==> config.mk <==
export PLATFORM = sky130hd
export DESIGN_NAME = imul_seq
export DESIGN_NICKNAME = d
export VERILOG_FILES = /design/src/rtl/imul_seq.sv
export SDC_FILE = /design/constraint.sdc
export NUM_CORES = 1
export LEC_CHECK = 0
export ABC_AREA = 1
export ABC_CLOCK_PERIOD_IN_PS = 9310
export BUFFER_PORTS_ARGS = -buffer_cell sky130_fd_sc_hd__buf_2
export CORE_ASPECT_RATIO = 0.6
export CORE_MARGIN = 4
export CORE_UTILIZATION = 50
export CTS_CLUSTER_SIZE = 14
export DETAILED_ROUTE_END_ITERATION = 12
export GPL_ROUTABILITY_DRIVEN = 0
export PLACE_DENSITY = 0.68
export SYNTH_ARGS = -nofsm -noshare
export SYNTH_HDL_FRONTEND = slang
export SYNTH_SLANG_ARGS = --single-unit
==> constraint.sdc <==
create_clock -name Clock -period 9.31 [get_ports Clock]
set_input_delay 2.3275 -clock Clock [delete_from_list [all_inputs] [get_ports Clock]]
set_output_delay 2.3275 -clock Clock [all_outputs]
set_load 0.02 [all_outputs]
==> src/rtl/imul_seq.sv <==
// imul_seq: sequential shift-and-add integer multiplier.
// Signed operands are reduced to magnitudes when the request is accepted, so
// the core loop only ever multiplies unsigned values. The product sign is
// applied once, on the final step. The core handles one multiplier bit per
// cycle, so an NB-bit operation takes NB cycles in RUN followed by one DONE cycle.
module imul_seq #(
   parameter int NB = 16
) (
   input  logic              Clock,
   input  logic              Reset,
   input  logic              iStart,
   input  logic              iSigned,
   input  logic [NB-1:0]     iA,
   input  logic [NB-1:0]     iB,
   output logic              oBusy,
   output logic              oDone,
   output logic [2*NB-1:0]   oResult
);

   localparam int CW = $clog2(NB);

   typedef enum logic [1:0] {
      S_IDLE = 2'd0,
      S_RUN  = 2'd1,
      S_DONE = 2'd2
   } state_t;

   state_t            r_state;
   state_t            w_next;

   logic [2*NB-1:0]   r_mcand;   // multiplicand magnitude, shifted left each step
   logic [NB-1:0]     r_mplr;    // multiplier magnitude, shifted right each step
   logic [2*NB-1:0]   r_acc;
   logic [CW-1:0]     r_cnt;
   logic              r_neg;
   logic [2*NB-1:0]   r_result;

   logic              w_accept;
   logic              w_last;
   logic              w_a_neg;
   logic              w_b_neg;
   logic [NB-1:0]     w_a_mag;
   logic [NB-1:0]     w_b_mag;
   logic [2*NB-1:0]   w_addend;
   logic [2*NB-1:0]   w_acc_sum;

   // A request is taken in IDLE or DONE; a start seen during RUN is dropped.
   assign w_accept  = iStart && (r_state != S_RUN);
   assign w_last    = (r_cnt == CW'(NB-1));

   // The most negative value maps to 2^(NB-1), which still fits as an unsigned NB-bit magnitude.
   assign w_a_neg   = iSigned & iA[NB-1];
   assign w_b_neg   = iSigned & iB[NB-1];
   assign w_a_mag   = w_a_neg ? (-iA) : iA;
   assign w_b_mag   = w_b_neg ? (-iB) : iB;

   assign w_addend  = r_mplr[0] ? r_mcand : '0;
   assign w_acc_sum = r_acc + w_addend;

   assign oResult   = r_result;

   // State register.
   always_ff @(posedge Clock or negedge Reset) begin
      if (!Reset) r_state <= S_IDLE;
      else        r_state <= w_next;
   end

   // Next-state and status outputs.
   always_comb begin
      w_next = r_state;
      oBusy  = 1'b0;
      oDone  = 1'b0;
      case (r_state)
         S_IDLE: begin
            if (w_accept) w_next = S_RUN;
         end
         S_RUN: begin
            oBusy = 1'b1;
            if (w_last) w_next = S_DONE;
         end
         S_DONE: begin
            oDone  = 1'b1;
            w_next = w_accept ? S_RUN : S_IDLE;
         end
         default: w_next = S_IDLE;
      endcase
   end

   // Datapath: latch operands on accept, then one shift-and-add per RUN cycle.
   // The result register changes only on the last step, so a following
   // operation leaves the previous product visible until its own completion.
   always_ff @(posedge Clock or negedge Reset) begin
      if (!Reset) begin
         r_mcand  <= '0;
         r_mplr   <= '0;
         r_acc    <= '0;
         r_cnt    <= '0;
         r_neg    <= 1'b0;
         r_result <= '0;
      end else if (w_accept) begin
         r_mcand  <= {{NB{1'b0}}, w_a_mag};
         r_mplr   <= w_b_mag;
         r_acc    <= '0;
         r_cnt    <= '0;
         r_neg    <= w_a_neg ^ w_b_neg;
      end else if (r_state == S_RUN) begin
         r_acc    <= w_acc_sum;
         r_mcand  <= r_mcand << 1;
         r_mplr   <= r_mplr >> 1;
         r_cnt    <= r_cnt + CW'(1);
         if (w_last) r_result <= r_neg ? (-w_acc_sum) : w_acc_sum;
      end
   end

endmodule

; ---- Yosys cells after proc, flatten, opt, wreduce, memory -nomap -nowiden
; Index checks and enable logic that the tools add are counted.
[totals]
in_bits = 36
elab_cells = 45
regBits = 119
out_inout_bits = 34
[classes]
muxes = 18
add_sub_neg = 5
n_reduce_logical = 5
eq_ne = 6
bitwise = 4
[op_table]
columns = operator, count
row1 = 2-to-1 mux 32 bit, 6
row2 = 2-to-1 mux 16 bit, 4
row3 = adder 32 bit, 1
row4 = negation 16 bit, 2
row5 = negation 32 bit, 1
row6 = 2-to-1 mux 4 bit, 2
row7 = one-hot mux 2 bit (3 select lines), 1
row8 = adder 4 x 1 -> 4 bit (second input constant), 1
row9 = == test 4 bit (second input constant), 1
row10 = 2-to-1 mux 2 bit, 2
row11 = inequality test 2 bit (second input constant), 2
row12 = 2-to-1 mux 1 bit, 3
row13 = AND reduction 3 bit, 1
row14 = bitwise AND 1 bit, 2
row15 = == test 2 x 1 -> 1 bit (second input constant), 1
row16 = == test 2 bit (second input constant), 1
row17 = logical NOT 2 bit, 1
row18 = inequality test 2 x 1 -> 1 bit (second input constant), 1
row19 = AND reduction 2 bit, 1
row20 = nonzero test 2 bit, 1
row21 = logical AND 1 bit, 1
row22 = inverter 1 bit, 1
row23 = bitwise XOR 1 bit, 1

; ---- Depth between registers and ports, before layout
; Gate-level depths: netlist of the first run.
[logic_depth]
depth_word = 4
mapped_depth = 25
depth_no_buf = 23

; ---- Worst setup path after synthesis of the first run
; Ideal clock, no wire load.
[synth_timing]
path_kind = input port to flip-flop
from = in iB[0]
to = reg r_mplr[13]
path_stages = 8
setup_time_ns = 0.142
path_buffers = 0
slack_ns = 5.477
t_arrival_ns = 3.691
required_ns = 9.168
cell_sequence = nor3_1 -> nand3_1 -> nor3_1 -> nand4_1 -> o21ai_0 -> nand2_1 -> o21ai_0 -> o221ai_1
[synth_between]
elab_chain_len = 3
[synth_rtl]
columns = element, line_no
row1 = from (decl), 14  ; input logic [NB-1:0] iB,
row2 = negation 16 bit, 55  ; assign w_b_mag = w_b_neg ? (-iB) : iB;
row3 = 2-to-1 mux 16 bit, 55
row4 = 2-to-1 mux 16 bit, 100  ; end else if (w_accept) begin
row5 = to (signal assigned), 102  ; r_mplr <= w_b_mag;
row6 = to (signal assigned), 109  ; r_mplr <= r_mplr >> 1;
row7 = to (decl), 32  ; logic [NB-1:0] r_mplr;
; Every way passes these cells.
; A chain may end at the register's enable or synchronous reset.

; ---- Worst setup path after layout of the first run
[layout_timing]
from = in iStart
to = reg r_mplr[14]
[layout_between]
elab_chain_len = 2
elab_cells_between_ends = 3
cone_classes = mux (1) / reduce/logical (2)
[layout_rtl]
columns = element, line_no
row1 = from (decl), 11  ; input logic iStart,
row2 = logical AND 1 bit (*), 48  ; assign w_accept = iStart && (r_state != S_RUN);
row3 = 2-to-1 mux 16 bit / nonzero test 2 bit (equally long branches), --
; Every way passes the cells marked *; elsewhere a longest branch is shown, timed or not.

==> results of run 1 <==
==> critical path, stage by stage <==
cell	delay (ns)
buf_2	0.11
inv_1	0.06
nor2_1	0.69
clkinv_1	0.97
a21oi_1	0.36
o21ai_0	0.12
o221ai_1	0.08
==> per-stage QoR <==
step | cell area (um2) | util [%] | setup slack, ns | hold WS [ns]
3_3_place_gp | 9281 | 54.19 | 4.591 | 0.4599
5_1_grt | 9970 | 58.20 | 4.643 | 0.5003
3_5_place_dp | 9281 | 54.19 | 4.538 | 0.4624
6_report | 9970 | 58.20 | 4.930 | 0.4738
2_1_floorplan | 8711 | - | 5.477 | 0.4534
4_1_cts | 9970 | 58.20 | 4.962 | 0.4778
==> kinds of logic after synthesis <==
family                     share of synthesized area [%]
xor gates and xnor gates                           3.318
AOI/OAI and AO/OA                                  12.14
and+or+nand+nor                                    33.84
adders and majority gates                          5.257
buffers and inverters                              11.26
DFF                                                34.19
==> state kept, by name (all words and copies together), names as in the netlist <==
register / cells
r_neg: 1
oResult: 32
r_mplr: 16
r_cnt: 4
r_acc: 32
r_mcand: 32
r_state: 2
==> cells in the mapped netlist <==
master	count
clkinv_1	1
nor4_1	2
nor2_4	3
xnor2_1	9
nand3_1	81
nor2_1	79
nor2_2	7
nor3b_1	1
buf_1	2
a21oi_2	1
o21bai_4	1
a31oi_1	4
o21ai_1	5
nor3_1	19
xor2_1	24
a22o_1	2
ha_1	35
o22ai_1	17
buf_2	1
and2_1	2
o21ai_0	76
nand2_2	16
dfrtp_1	119
a21oi_1	31
o221ai_1	22
nand4_1	11
nand3_2	7
nand3b_1	9
o211ai_1	7
inv_2	9
nand2_1	459
clkbuf_1	32
inv_1	216
o21a_1	1
nand2_4	1
o21bai_1	4
fa_1	1
a22oi_1	1
a32o_1	3
==> final timing paths <==
check | cells past startpoint | endpoint | start | slack, ns
max | 7 | r_mplr[14] | iStart | 4.93
max reg2reg | 20 | oResult[31] | r_mplr[0] | 5.81
min reg2reg | 2 | oResult[26] | oResult[26] | 0.47
min in group asynchronous | 1 | oResult[4] | Reset | 1.93
min | 2 | oResult[26] | oResult[26] | 0.47
max in group asynchronous | 2 | r_mcand[24] | Reset | 6.04
==> power by group through the flow <==
stage	registers (W)	clock network, W	logic, W
5_1_grt	0.000918	0.000808	0.00196
3_3_place_gp	0.000886	0	0.00167
3_5_place_dp	0.000892	0	0.00169
2_1_floorplan	0.000921	0	0.00117
4_1_cts	0.000887	0.000781	0.00170
6_report	0.000891	0.000774	0.00173
==> area by class of cell <==
cell class	count	area (um2)	share of cell area, %
clock buffer	23	498.0	4.995
clock inverter	8	190.2	1.908
inverter	226	848.3	8.509
multi-input combinational	941	4762	47.77
sequential	119	2978	29.87
tap	234	292.8	2.937
timing repair buffer	76	400.4	4.016
==> per-layer routing <==
| metal | up-vias | wire length, um |
|---|---|---|
| li1 | 4300 | - |
| met1 | 3890 | 13000 |
| met2 | 356 | 8727 |
| met3 | 22 | 2996 |
| met4 | 0 | 257 |
| met5 | - | 0 |
==> metrics.csv, run 1 <==
stage,metric,value,unit
run_status,status,completed,
drt,ant_nets,0,
grt,grt.total_usage,26.62,%
final_layout,layout_common_cells,"458 x nand2_1, 216 x inv_1, 119 x dfrtp_1, 81 x nand3_1, 78 x nor2_1",
power_and_ir_drop,powerDensity,340.2,nW/um2
power_and_ir_drop,p_switching,0.001565,W
yosys,synth_top_area_share,34.19,%
sta,relSlewSlack,38.51,%
placed_design,hpwl,18.87,mm
sta,finalSetupViolCount,0,
clocking,cts_made_buffers,17,
job,maxCapViolCount,0,
sta,drv_slew,0,
final_layout,nFillCells,1666,
power_and_ir_drop,intPower,0.001827,W
grt,grt_overflow,0,
sta,period_share,47.05,%
clocking,clk_pin_slew,0.05,ns
clocking,clock-root-buffer,clkbuf_16,
drt,wl,24.99,mm
setup_path,cp-end-kind,flip-flop,
yosys,synth_seq_area_share,34.19,%
grt,top_usage_layer,met1,
grt,met3_usage,8.487,%
drt,viasPerCell,5.266,
yosys,yosysTopAreaCell,dfrtp_1,
setup_path,crit_path_start_kind,primary input,
sta,final.min_clock_period,4.380,ns
yosys,ys_seq_elements,119,
sta,report.final.hold_viol_count,0,
final_layout,finalNonFillerCells,1627,
yosys,yosysUniqueCellTypes,39,
setup_path,cp.arrival,4.72,ns
grt,grt_pass1_vias,7704,
final_layout,fin_nets,1453,
drt,via_count,8568,
clocking,h-tree-depth,4,
grt,antenna_found_initial,0,
power_and_ir_drop,finalPower,0.003391,W
yosys,syn_nets,1393,
clocking,clockBufferDepth,2,
power_and_ir_drop,p_clk_share,22.8,%
placed_design,dp.cells,1596,
die,fp.dieH,110.2,um
die,dieArea,19670,um2
setup_path,worstPathMaxFanout,26,
yosys,syn-cell-area,8711,um2
power_and_ir_drop,p_leak,5.548,nW
placed_design,portBuffers,69,
clocking,cts.sinks,119,
setup_path,required,9.65,ns
final_layout,syn_to_final_growth,14.45,%
sta,fin_tns_setup,0,ns
grt,grt_use_met1,43.53,%
drt,drc,0,
sta,tightest_slew,0.9223,ns
grt,met2_usage,33.06,%
grt,grt_max_degree,69,
power_and_ir_drop,power_frac_comb,50.9,%
final_layout,drive_gt1_share,10.98,%
sta,skew,0.009956,ns
grt,grt_pass1_wl,40.89,mm
yosys,avgSynthCellArea,6.594,um2
yosys,ys_warn_count,0,
power_and_ir_drop,seqPwrFrac,26.3,%
die,ios,70,
drt,wl_per_cell,15.36,um
die,num_rows,37,
yosys,synth_area_leaders,"dfrtp_1 34%, nand2_1 20%, inv_1 9.3%",
worst_hold_path,min_path_type,flip-flop to flip-flop,
clocking,cts_hold_buf,0,
setup_path,path_class,primary input to flip-flop,
final_layout,final_common_cell,nand2_1,
clocking,post_cts_buffers,0,
sta,max_freq,228.3,MHz
yosys,synthesis.instances,1321,
die,initial_core_util,50.85,%
drt,drtIter0Drc,955,
clocking,cts_tree,done,
power_and_ir_drop,ir_drop,0.0001260,V
clocking,worstSkewPairLatency,0.43,ns
drt,first_pass_iters,5,
die,coreArea,17130,um2
final_layout,antenna_cells,0,
clocking,cts_resized,0,
die,fp.dieW,178.4,um
power_and_ir_drop,switching_share,46.13,%
sta,rsz0062_at_grt,false,
Power figures use the tool's default switching activity.
==> run 2, diff against run 1 <==
==> config.mk (replaced) <==
export PLATFORM = sky130hd
export DESIGN_NAME = imul_seq
export DESIGN_NICKNAME = d
export VERILOG_FILES = /design/src/rtl/imul_seq.sv
export SDC_FILE = /design/constraint.sdc
export NUM_CORES = 1
export LEC_CHECK = 0
export ABC_AREA = 0
export ABC_CLOCK_PERIOD_IN_PS = 4190
export BUFFER_PORTS_ARGS = -buffer_cell sky130_fd_sc_hd__buf_2
export CORE_ASPECT_RATIO = 0.6
export CORE_MARGIN = 4
export CORE_UTILIZATION = 50
export CTS_CLUSTER_SIZE = 14
export DETAILED_ROUTE_END_ITERATION = 12
export GPL_ROUTABILITY_DRIVEN = 0
export PLACE_DENSITY = 0.69
export SYNTH_ARGS = -nofsm -noshare
export SYNTH_HDL_FRONTEND = slang
export SYNTH_SLANG_ARGS = --single-unit
==> constraint.sdc (replaced) <==
create_clock -name Clock -period 4.19 [get_ports Clock]
set_input_delay 1.0475 -clock Clock [delete_from_list [all_inputs] [get_ports Clock]]
set_output_delay 1.0475 -clock Clock [all_outputs]
set_load 0.02 [all_outputs]
==> run 2 against run 1 <==
Net effect:
- wire length is 17% lower
- register-to-register slack worse by 5.6 ns
- worst setup slack worse by 4.8 ns
- critical path depth is 6 higher
- sequential power rose by 120%
- total power grew 120%
- non-clock buffer count up 31
- clock power is 93% higher
- die area down 4.9%
- combinational power up 120%
- design area is 2.9% lower
- critical endpoint is now oResult[31]
==> metrics.csv, run 2 <==
stage,metric,value,unit
drt,ant_nets,0,
setup_path,worstPathMaxFanout,6,
clocking,cts_hold_buf,0,
final_layout,layout_common_cells,"186 x nand2_1, 152 x o21ai_0, 118 x dfrtp_1, 68 x buf_2, 56 x a21oi_1",
die,num_rows,36,
yosys,yosysTopAreaCell,dfrtp_1,
yosys,synth_most_common_cell,nand2_1,
sta,tightest_slew,1.032,ns
sta,fin_tns_setup,0,ns
job,maxCapViolCount,0,
yosys,netlist_top_cells_count,"187 x nand2_1, 152 x o21ai_0, 119 x dfrtp_1",
clocking,worstSkewPairLatency,0.42,ns
drt,drtIter0Drc,506,
clocking,clk_pin_slew,0.07,ns
sta,report.final.hold_viol_count,0,
sta,drv_slew,0,
placed_design,place_area,8852,um2
power_and_ir_drop,powerDensity,758.8,nW/um2
yosys,synth_seq_area_share,36.07,%
final_layout,final_common_cell,nand2_1,
yosys,yosysUniqueCellTypes,75,
sta,max_freq,248.3,MHz
clocking,cts.sinks,119,
final_layout,syn_to_final_growth,17.31,%
clocking,cts_tree,done,
yosys,async_flop_share,100.0,%
grt,grt.total_usage,22.24,%
drt,first_pass_iters,5,
yosys,ys_seq_elements,119,
run_status,status,completed,
grt,antenna_found_initial,0,
yosys,synth_edf_count,0,
final_layout,nFillCells,1495,
sta,finalSetupViolCount,0,
final_layout,fin_nets,1153,
die,fp.dieH,107.5,um
setup_path,cp.arrival,4.30,ns
sta,final.min_clock_period,4.028,ns
yosys,synth_area_leaders,"dfrtp_1 36%, o21ai_0 9.2%, nand2_1 8.5%",
power_and_ir_drop,ir_drop,0.0003775,V
drt,wl,20.79,mm
drt,viasPerCell,5.681,
sta,relSlewSlack,31.20,%
setup_path,cp-end-kind,flip-flop,
yosys,synth_top_area_share,36.07,%
grt,grt_overflow,0,
yosys,synthesis.instances,1014,
sta,rsz0062_at_grt,true,
yosys,avgSynthCellArea,8.141,um2
grt,grt_max_degree,116,
worst_hold_path,min_path_type,flip-flop to flip-flop,
die,coreArea,16220,um2
drt,via_count,7402,
placed_design,hpwl,14.60,mm
final_layout,antenna_cells,0,
yosys,syn-cell-area,8255,um2
die,initial_core_util,50.91,%
clocking,clock-root-buffer,clkbuf_16,
final_layout,drive_gt1_share,17.46,%
yosys,synth_ff_type,dfrtp_1,
clocking,cts_made_buffers,17,
yosys,ys_warn_count,0,
placed_design,portBuffers,69,
clocking,h-tree-depth,4,
final_layout,final_area,9684,um2
die,dieArea,18700,um2
power_and_ir_drop,p_leak,4.279,nW
die,ios,70,
yosys,syn_nets,1086,
setup_path,crit_path_start_kind,flip-flop,
grt,grt_pass1_vias,7041,
die,fp.dieW,173.9,um
sta,period_share,96.13,%
grt,grt_pass1_wl,34.30,mm
setup_path,path_class,flip-flop to flip-flop,
setup_path,required,4.47,ns
drt,wl_per_cell,15.95,um
sta,skew,0.01357,ns
drt,drc,0,
clocking,clockBufferDepth,2,
sta,timing.hold.ws,0.4720,ns
==> run 2: area by class of cell <==
| class | instances | area [um2] | share of cell area (%) |
|---|---|---|---|
| clock buffer | 17 | 425.4 | 4.393 |
| clock inverter | 15 | 170.2 | 1.757 |
| inverter | 13 | 48.80 | 0.5039 |
| multi-input combinational | 823 | 5146 | 53.14 |
| sequential | 119 | 2979 | 30.76 |
| tap | 209 | 261.5 | 2.700 |
| timing repair buffer | 107 | 653.1 | 6.744 |
==> run 2: critical path, stage by stage, from the launching register on <==
cell and delay (ns):
dfrtp_2 0.46, buf_4 0.15, and2_1 0.16, ha_1 0.31, a21o_1 0.22, a2111oi_2 0.51
o21ai_2 0.11, a211o_1 0.29, nand4bb_4 0.22, nand4b_1 0.30, or4_4 0.61, o41ai_4 0.31
xnor2_1 0.16, o21ai_1 0.07
==> run 2: path summary, 6_finish.rpt <==
kind	from	slack (ns)	endpoint	depth (start not counted)
min reg2reg	oResult[0]	0.47	oResult[0]	2
max in group asynchronous	Reset	2.70	oResult[23]	2
min in group asynchronous	Reset	0.69	r_mcand[2]	1
min	oResult[0]	0.47	oResult[0]	2
max reg2reg	r_mplr[0]	0.16	oResult[31]	13
max	r_mplr[0]	0.16	oResult[31]	13
==> run 2: through the flow <==
| stage | utilization, % | cells | setup slack [ns] | power, W |
|---|---|---|---|---|
| floorplan | - | 1014 | 0.4026 | 0.004550 |
| global placement | 54.59 | 1260 | 0.1213 | 0.005515 |
| detailed placement | 54.59 | 1260 | 0.06129 | 0.005592 |
| CTS | 58.27 | 1292 | 0.06759 | 0.007115 |
| global route | 59.72 | 1303 | -0.03775 | 0.007916 |
| finish | 59.72 | 1303 | 0.1623 | 0.007348 |
==> run 2: cell families after synthesis <==
logic type / Yosys count / share of synthesized area (%)
adders and majority gates: 36 / 5.547
AOI/OAI and AO/OA: 306 / 22.43
buffers and inverters: 72 / 3.501
muxes: 6 / 0.7427
xor gates and xnor gates: 84 / 9.094
and+or+nand+nor: 391 / 22.61
DFF: 119 / 36.07
==> run 2: power breakdown <==
group          switching, W  internal, W  leakage (nW)
registers          0.000349      0.00166          1.48
logic               0.00234      0.00152          2.51
clock network      0.000603     0.000890         0.287
total               0.00329      0.00406          4.28
==> run 2: routing by layer <==
layer / GRT usage (%) / routed length, um / share of wire (%)
met2: 35.24 / 9062 / 44
met3: 4.668 / 837 / 4.0
met5: 0 / 0 / 0
met4: 5.703 / 376 / 1.8
met1: 31.29 / 10510 / 51
==> run 2: what timing repair did <==
item / CTS / global route
buffers inserted: 0 / 11
resized for setup: 1 / 28
pin swaps: 0 / 13
setup endpoints to repair: 1 / 9
==> run 3, diff against run 2 <==
--- a/config.mk
+++ b/config.mk
@@ -10,11 +10,11 @@
 export BUFFER_PORTS_ARGS = -buffer_cell sky130_fd_sc_hd__buf_2
 export CORE_ASPECT_RATIO = 0.6
 export CORE_MARGIN = 4
-export CORE_UTILIZATION = 50
+export CORE_UTILIZATION = 30
 export CTS_CLUSTER_SIZE = 14
 export DETAILED_ROUTE_END_ITERATION = 12
 export GPL_ROUTABILITY_DRIVEN = 0
-export PLACE_DENSITY = 0.69
+export PLACE_DENSITY = 0.55
 export SYNTH_ARGS = -nofsm -noshare
 export SYNTH_HDL_FRONTEND = slang
 export SYNTH_SLANG_ARGS = --single-unit
==> run 3 against run 2 <==
Net effect:
- register-to-register slack is essentially flat
- sequential power is essentially flat
- sequential share of layout area shrank 0.45 points
- clock power shrank 4%
- core utilization shrank 23 points
- final cell count grew 12%
- highest routed layer unchanged
==> metrics.csv, run 3 (synthesis gave the netlist of run 2 again) <==
stage,metric,value,unit
drt,ant_nets,0,
grt,grt.total_usage,15.33,%
placed_design,portBuffers,69,
final_layout,layout_common_cells,"187 x nand2_1, 149 x o21ai_0, 118 x dfrtp_1, 69 x buf_2, 56 x a21oi_1",
grt,grt_pass1_wl,37.75,mm
setup_path,worstPathMaxFanout,6,
sta,max_freq,248.2,MHz
drt,viasPerCell,5.055,
grt,antenna_found_initial,0,
clocking,cts_made_buffers,17,
sta,period_share,96.15,%
worst_hold_path,min_path_type,flip-flop to flip-flop,
sta,finalSetupViolCount,0,
sta,timing.hold.ws,0.4673,ns
worst_hold_path,min_from,r_mplr[2],
sta,final.min_clock_period,4.029,ns
setup_path,cp.arrival,4.31,ns
power_and_ir_drop,p_leak,4.286,nW
setup_path,crit_path_start_kind,flip-flop,
final_layout,drive_gt1_share,17.30,%
grt,grt_max_degree,91,
die,fp.dieW,222.2,um
worst_hold_path,whs_path_depth,2,
sta,skew,0.01582,ns
drt,via_count,7370,
die,fp.dieH,136.5,um
die,coreArea,26760,um2
setup_path,rrSetupSlack,0.16,ns
clocking,cts_tree,done,
die,num_rows,46,
die,initial_core_util,30.85,%
clocking,clock-root-buffer,clkbuf_16,
final_layout,antenna_cells,0,
setup_path,cp_cell_sequence,"buf_4, and2_1, fa_2, a211oi_4, buf_4, o21ai_4, xor2_1, a211o_1, nand4bb_4, nand4b_1, or4_4, o41ai_4, xnor2_1, o21ai_1",
die,ios,70,
worst_hold_path,hold_end,r_mplr[1],
sta,layout_setup_ws,0.1612,ns
run_status,status,completed,
drt,drc,0,
final_layout,fin_nets,1159,
drt,wl,22.53,mm
setup_path,rr_startpoint,r_mplr[0],
clocking,h-tree-depth,4,
sta,report.final.hold_viol_count,0,
setup_path,cp-end-kind,flip-flop,
placed_design,hpwl,16.56,mm
sta,drv_slew,0,
setup_path,required,4.47,ns
clocking,clk_pin_slew,0.06,ns
sta,tightest_slew,1.056,ns
setup_path,critPathSlowestCell,or4_4,
grt,grt_overflow,0,
drt,wl_per_cell,15.45,um
setup_path,path_class,flip-flop to flip-flop,
setup_path,crit_top_cell,buf_4,
job,maxCapViolCount,0,
final_layout,final_common_cell,nand2_1,
drt,first_pass_iters,5,
clocking,worstSkewPairLatency,0.44,ns
final_layout,syn_to_final_growth,19.04,%
drt,drtIter0Drc,514,
grt,grt_pass1_vias,7138,
sta,relSlewSlack,29.58,%
setup_path,rr_worst_depth,14,
power_and_ir_drop,powerDensity,736.5,nW/um2
power_and_ir_drop,ir_drop,0.0003267,V
placed_design,dp_slack,0.03170,ns
power_and_ir_drop,finalPower,0.007238,W
clocking,cts.sinks,119,
setup_path,crit_start,r_mplr[0],
setup_path,max_stage_delay,0.62,ns
die,dieArea,30320,um2
setup_path,r2r-end,oResult[31],
clocking,clockBufferDepth,2,
-- run 3: worst max-delay path by stage --
stage	to	cells past startpoint	slack, ns
after floorplan	oResult[30]	14	0.40
after global placement	oResult[31]	13	0.07
after detailed placement	oResult[30]	13	0.03
after CTS	oResult[31]	13	0.03
after global routing	oResult[31]	13	-0.02
final	oResult[31]	14	0.16
-- run 3: power by group --
part | internal, W | switching, W
registers | 0.00166 | 0.000312
clock network | 0.000890 | 0.000536
logic | 0.00149 | 0.00235
total | 0.00404 | 0.00320
-- run 3: worst max-delay path, delay by kind of cell, from the launching register on --
family                   cells  cell delay [ns]
AO/OA/AOI/OAI                5             0.99
flip-flops                   1             0.45
adder cells (fa/ha/maj)      1             0.41
buffers and inverters        2             0.34
AND/OR/NAND/NOR              4             1.36
XOR/XNOR                     2             0.32
-- run 3: routing by layer --
layer | vias to the layer above | GRT usage [%] | part of all wire, %
li1 | 3705 | - | -
met1 | 3539 | 21.83 | 51
met2 | 110 | 23.65 | 44
met3 | 16 | 3.944 | 3.5
met4 | 0 | 3.305 | 1.0
met5 | - | 0 | 0
-- run 3: layout make-up --
type	count	area (um2)
sequential	119	2979
multi-input combinational	823	5111
tap	360	450.4
inverter	13	48.80
clock buffer	20	456.7
clock inverter	10	105.1
fill	2784	16940
timing repair buffer	113	675.6
-- run 3: per-stage QoR --
stage                     setup TNS (ns)  util [%]  area, um2  std cells
after detailed placement               0     34.00       9099       1422
after global placement                 0     34.00       9099       1422
final                                  0     36.72       9827       1458
after CTS                              0     36.10       9661       1452
after floorplan                        0         -       8255       1014
after global routing            -0.03854     36.72       9827       1458
-- run 3: what timing repair did --
item                                    CTS  global route
endpoints found under the hold margin     0             0
buffers inserted                          0             6
gates resized for setup                   0            24
hold buffers                              0             0
endpoints found under the setup margin    0            11
